===== config.mk =====
export PLATFORM = sky130hd
export DESIGN_NAME = line_fetch_sched
export DESIGN_NICKNAME = d
export VERILOG_FILES = /design/src/rtl/vdp_timing_pkg.sv /design/src/rtl/line_fetch_sched.sv
export SDC_FILE = /design/constraint.sdc
export NUM_CORES = 1
export LEC_CHECK = 0
export BUFFER_PORTS_ARGS = -buffer_cell sky130_fd_sc_hd__buf_2
export CAP_MARGIN = 20
export CORE_MARGIN = 4
export CORE_UTILIZATION = 50
export DETAILED_ROUTE_END_ITERATION = 7
export PLACE_DENSITY = 0.73
export SLEW_MARGIN = 10
export SYNTH_ARGS = -nofsm -noshare
export SYNTH_HDL_FRONTEND = slang
export SYNTH_SLANG_ARGS = --single-unit

===== constraint.sdc =====
create_clock -name clk_pix -period 4.7 [get_ports clk_pix]
set_clock_uncertainty 0.15 [all_clocks]
set_input_delay 0.235 -clock clk_pix [delete_from_list [all_inputs] [get_ports clk_pix]]
set_output_delay 0.235 -clock clk_pix [all_outputs]
set_load 0.1 [all_outputs]

===== src/rtl/vdp_timing_pkg.sv =====
// Display timing constants and the line fetch state type. The timing
// generator and the line fetch scheduler both import this package.
package vdp_timing_pkg;

   localparam int HA_END = 1279;
   localparam int LINE   = 1359;
   localparam int VA_END = 719;
   localparam int SCREEN = 740;

   typedef enum logic [1:0] {
      IDLE = 2'd0,
      REQ  = 2'd1,
      DATA = 2'd2
   } fetch_state_t;

endpackage


===== src/rtl/line_fetch_sched.sv =====
// Scanline prefetch: during each line, burst-fetches the next active line
// from the framebuffer into the idle half of a ping-pong line buffer.
//
// state | meaning
// IDLE  | waiting for the end-of-active trigger of a line
// REQ   | burst request held on mem_req/mem_addr until mem_ack
// DATA  | collecting BURST beats into the line buffer
module line_fetch_sched
   import vdp_timing_pkg::*;
#(
   parameter int WORDS  = 80,
   parameter int BURST  = 16,
   parameter int STRIDE = 80,
   parameter int ADDR_W = 24,
   parameter int DATA_W = 32
) (
   input  logic                      clk_pix,
   input  logic                      rst_pix,
   input  logic [10:0]               sx,
   input  logic [10:0]               sy,
   input  logic                      enable,
   input  logic [ADDR_W-1:0]         fb_base,
   output logic                      mem_req,
   output logic [ADDR_W-1:0]         mem_addr,
   input  logic                      mem_ack,
   input  logic                      mem_rvalid,
   input  logic [DATA_W-1:0]         mem_rdata,
   output logic                      lb_we,
   output logic [$clog2(WORDS):0]    lb_waddr,
   output logic [DATA_W-1:0]         lb_wdata,
   output logic                      busy,
   output logic                      underrun,
   input  logic                      underrun_clr
);

   localparam int NB = WORDS / BURST;
   localparam int BW = (NB > 1) ? $clog2(NB) : 1;
   localparam int CW = (BURST > 1) ? $clog2(BURST) : 1;
   localparam int WW = $clog2(WORDS);

   fetch_state_t      state;
   logic [ADDR_W-1:0] base_q;
   logic [10:0]       tgt;
   logic [BW-1:0]     b;
   logic [CW-1:0]     beat;
   logic [WW-1:0]     w;

   logic [10:0]       t;
   logic              trigger;
   logic              last_beat;
   logic              last_burst;

   assign t          = (sy == 11'(SCREEN)) ? 11'd0 : sy + 11'd1;
   assign trigger    = (sx == 11'(HA_END + 1)) && enable && (t <= 11'(VA_END)) && (state == IDLE);
   assign last_beat  = (beat == CW'(BURST - 1));
   assign last_burst = (b == BW'(NB - 1));

   // Address arithmetic is deliberately ADDR_W wide so it wraps silently.
   function automatic logic [ADDR_W-1:0] burst_addr(input logic [ADDR_W-1:0] base,
                                                    input logic [10:0]       line,
                                                    input logic [BW-1:0]     bi);
      return base + ADDR_W'(line) * ADDR_W'(STRIDE) + ADDR_W'(bi) * ADDR_W'(BURST);
   endfunction

   always_ff @(posedge clk_pix or posedge rst_pix) begin
      if (rst_pix) begin
         state    <= IDLE;
         mem_req  <= 1'b0;
         mem_addr <= '0;
         lb_we    <= 1'b0;
         lb_waddr <= '0;
         lb_wdata <= '0;
         busy     <= 1'b0;
         underrun <= 1'b0;
         base_q   <= '0;
         tgt      <= '0;
         b        <= '0;
         beat     <= '0;
         w        <= '0;
      end else begin
         lb_we <= 1'b0;

         // Base capture precedes the line-0 trigger later on the same line.
         if (sx == 11'd0 && sy == 11'(SCREEN))
            base_q <= fb_base;

         if (sx == 11'd0 && sy <= 11'(VA_END) && busy && tgt == sy)
            underrun <= 1'b1;
         else if (underrun_clr)
            underrun <= 1'b0;

         case (state)
            IDLE: begin
               if (trigger) begin
                  tgt      <= t;
                  b        <= '0;
                  w        <= '0;
                  state    <= REQ;
                  mem_req  <= 1'b1;
                  mem_addr <= burst_addr(base_q, t, '0);
                  busy     <= 1'b1;
               end
            end
            REQ: begin
               if (mem_ack) begin
                  mem_req <= 1'b0;
                  beat    <= '0;
                  state   <= DATA;
               end
            end
            DATA: begin
               if (mem_rvalid) begin
                  lb_we    <= 1'b1;
                  lb_waddr <= {tgt[0], w};
                  lb_wdata <= mem_rdata;
                  w        <= w + WW'(1);
                  beat     <= beat + CW'(1);
                  if (last_beat) begin
                     if (last_burst) begin
                        state <= IDLE;
                        busy  <= 1'b0;
                     end else begin
                        b        <= b + BW'(1);
                        state    <= REQ;
                        mem_req  <= 1'b1;
                        mem_addr <= burst_addr(base_q, tgt, b + BW'(1));
                     end
                  end
               end
            end
            default: state <= IDLE;
         endcase
      end
   end

endmodule

==> results.yml <==
run_status:
  status: "completed"
sta:
  rsz0062_at_grt: "true"
  worst-slew-pin-transition_ns: 0.753
  fmax_mhz: 216
  finalSetupTns_ns: 0
  finalHoldViolCount: 0
  slew_violations: 0
  setup-violations-final: 0
  min_period_ns: 4.63
  finalCritPeriodShare_pct: 98.4
  relSlewSlack_pct: 49.8
logic_synthesis:
  ys_seq_area_share_pct: 38.2
  synth_fa_ha_area_share_pct: 15.0
  avgSynthCellArea_um2: 9.19
  synth_mux_area_share_pct: 4.80
  yosys-top-cells-area: "dfrtp_1 38%, ha_1 13%, nand2_1 8.5%"
  syn_inst: 848
  synth_top_family_by_area: "simple AND/OR/NAND/NOR gates"
  synth_top_cell_by_area: "dfrtp_1"
  async_flop_share_pct: 100
  synth_compound_area_share_pct: 13.2
  syn_nets: 1021
  yosysMostFrequentCell: "nand2_1"
  synth_commonest_cells: "177 x nand2_1, 119 x dfrtp_1, 82 x ha_1"
  synth_seq_cells: 119
  synth_warnings: 0
  synth_edf_count: 0
  synth_top_area_share_pct: 38.2
  yosysUniqueCellTypes: 64
  ys_dominant_reg_cell: "dfrtp_1"
  syn-cell-area_um2: 7790
  synthXorXnorAreaFrac_pct: 6.41
  synthSimpleGateAreaFrac_pct: 18.6
pwr:
  p_sw_mw: 2.30
  clkPwrFrac_pct: 28.4
  p_int_mw: 2.58
  p_sw_share_pct: 47.1
  seqPwrFrac_pct: 27.4
  pwr-share-comb_pct: 44.1
  p_leak_nw: 5.59
  powerDensity_nw_per_um2: 458
  ir_worst_vdd_mv: 0.269
critical_path:
  crit_arrival_ns: 4.77
  ff2ff_path_depth: 19
  crit_fanout: 6
  crit_type: "reg -> reg"
  start_kind: "flop"
  critPathCaptureType: "flop"
  cp.required_ns: 4.84
clocking:
  cts-root-buf: "clkbuf_16"
  cts_buffer_depth: 2
  cts_tree: "done"
  numClockSinks: 119
  cts_inserted_buffers: 17
  htreeDepth: 4
  clk_latency_ns: 0.43
  clk_pin_slew_ns: 0.06
hold_path:
  hold_depth: 4
  holdCritPathClass: "in -> reg"
detailed_routing:
  initialDrtViolationCount: 530
  wl_per_cell_um: 16.3
  via_per_inst: 5.32
  first_pass_iters: 6
  vias: 7220
  antenna_left: 0
  drc: 0
  finalWirelength_mm: 22.1
floorplanning:
  core_area_um2: 15300
  core.rowCount: 45
  dieWidth_um: 133
  die_area_um2: 17600
  start_util_pct: 51.1
  dieHeight_um: 133
  ios: 152
cells_and_area:
  diodes: 0
  final_layout_size_suffix_gt1_share_pct: 29.4
  postLayoutCellArea_um2: 10700
  fin_nets: 1306
  syn2layout_area_growth_pct: 36.9
  fill_cells: 1122
placement:
  place_area_um2: 9360
  portBuffers: 151
  place.detailed.hpwl_mm: 15.6
  place_congestion: 0.977
grt:
  grt_pass1_wl_mm: 36.3
  grt_overflow_total: 0
  antenna_found_initial: 0
  grt_pass1_vias: 7235
  grt_use_total_pct: 25.3
  grt_max_degree: 49
run:
  cap_viol_max_count: 0
==> power groups by stage <==
| stage | registers [mW] | clock network (mW) | logic [mW] |
|---|---|---|---|
| 4_1_cts | 1.33 | 1.41 | 2.15 |
| 3_3_place_gp | 1.34 | 0 | 2.08 |
| 5_1_grt | 1.36 | 1.46 | 2.29 |
| 6_report | 1.34 | 1.39 | 2.16 |
| 2_1_floorplan | 2.40 | 0 | 0.582 |
| 3_5_place_dp | 1.35 | 0 | 2.10 |
==> worst max-delay path, stage by stage (launching register included) <==
cell and delay, ns:
dfrtp_2 0.44, ha_1 0.32, ha_1 0.29, a21o_1 0.16, a21oi_2 0.17, o21ai_0 0.12
a21oi_2 0.21, o21ai_0 0.11, a21oi_1 0.24, buf_4 0.17, xnor2_1 0.13, ha_1 0.28
ha_1 0.41, nand3_1 0.10, o21ai_0 0.43, a2111oi_1 0.16, buf_4 0.17, nor3b_1 0.21
xnor2_1 0.14, o21ai_1 0.07
==> layer usage <==
metal  track usage (%)  routed length [µm]
met5                 0                   0
met4              8.55                 558
met3              5.89                1160
met2              41.3               10700
met1              33.3                9700
==> registers in the layout (all words and copies together), names as in the netlist <==
signal,cells
state,2
lb_waddr,8
busy,1
lb_we,1
lb_wdata,32
mem_req,1
tgt,11
underrun,1
base_q,24
w,7
beat,4
b,3
mem_addr,24
==> logic make-up (layout without fill, tap and decap cells) <==
group           Yosys count  after routing
compound gates          165            165
xor+xnor                 57             57
fa+ha+maj                89             89
buf+inv                  66            364
flops                   119            119
mux                      33             33
simple gates            319            319
==> final cells by class <==
class	instances	area [µm²]	share of cell area, %
Clock buffer	18	439	4.12
Clock inverter	14	189	1.77
Inverter	37	141	1.33
Multi-Input combinational cell	663	4670	43.7
Sequential cell	119	2980	27.9
Tap cell	211	264	2.48
Timing Repair Buffer	295	1990	18.6
==> path summary, 6_finish.rpt <==
check / from / end / slack [ns]
max: tgt[2] / mem_addr[20] / 0.07
min: sx[9] / underrun / 0.03
max reg2reg: tgt[2] / mem_addr[20] / 0.07
min reg2reg: lb_waddr[5] / lb_waddr[5] / 0.32
max in group asynchronous: rst_pix / tgt[2] / 3.21
min in group asynchronous: rst_pix / lb_wdata[15] / 0.22
==> per-stage QoR <==
stage / hold slack, ns / total power [mW] / util [%] / cells / worst slack, ns
2_1_floorplan: 0.181 / 2.98 / - / 848 / -0.00284
3_3_place_gp: 0.126 / 3.42 / 61.3 / 1263 / -0.153
3_5_place_dp: 0.121 / 3.44 / 61.4 / 1264 / -0.232
4_1_cts: 0.0245 / 4.89 / 69.4 / 1355 / 0.0379
5_1_grt: 0.0783 / 5.11 / 69.9 / 1357 / -0.128
6_report: 0.0309 / 4.88 / 69.9 / 1357 / 0.0745
==> cells in the final DEF (no fill, tap or decap), drive strengths merged, types with 4 or more instances in the layout <==
cell / count
clkbuf: 18
a211oi: 9
buf: 236
o31ai: 5
a21oi: 48
a21o: 10
or3: 7
nand2b: 9
o21ai: 50
a211o: 4
ha: 82
xnor2: 30
a31oi: 10
nand4: 9
inv: 43
dlygate4sd3: 59
dfrtp: 119
and3: 4
xor2: 27
nor2b: 8
nor3: 14
o21a: 5
nand2: 177
nor4: 4
nand3: 15
mux2: 32
o21bai: 4
nor2: 52
fa: 7
==> repair_timing <==
item                                    in CTS  in global routing
gates resized for setup                      5                 15
hold endpoints to repair                    89                  0
endpoints found under the setup margin       5                  7
hold buffers                                59                  0
pin swaps                                    0                  6
buffers inserted                             0                  2
Power figures use the tool's default switching activity.
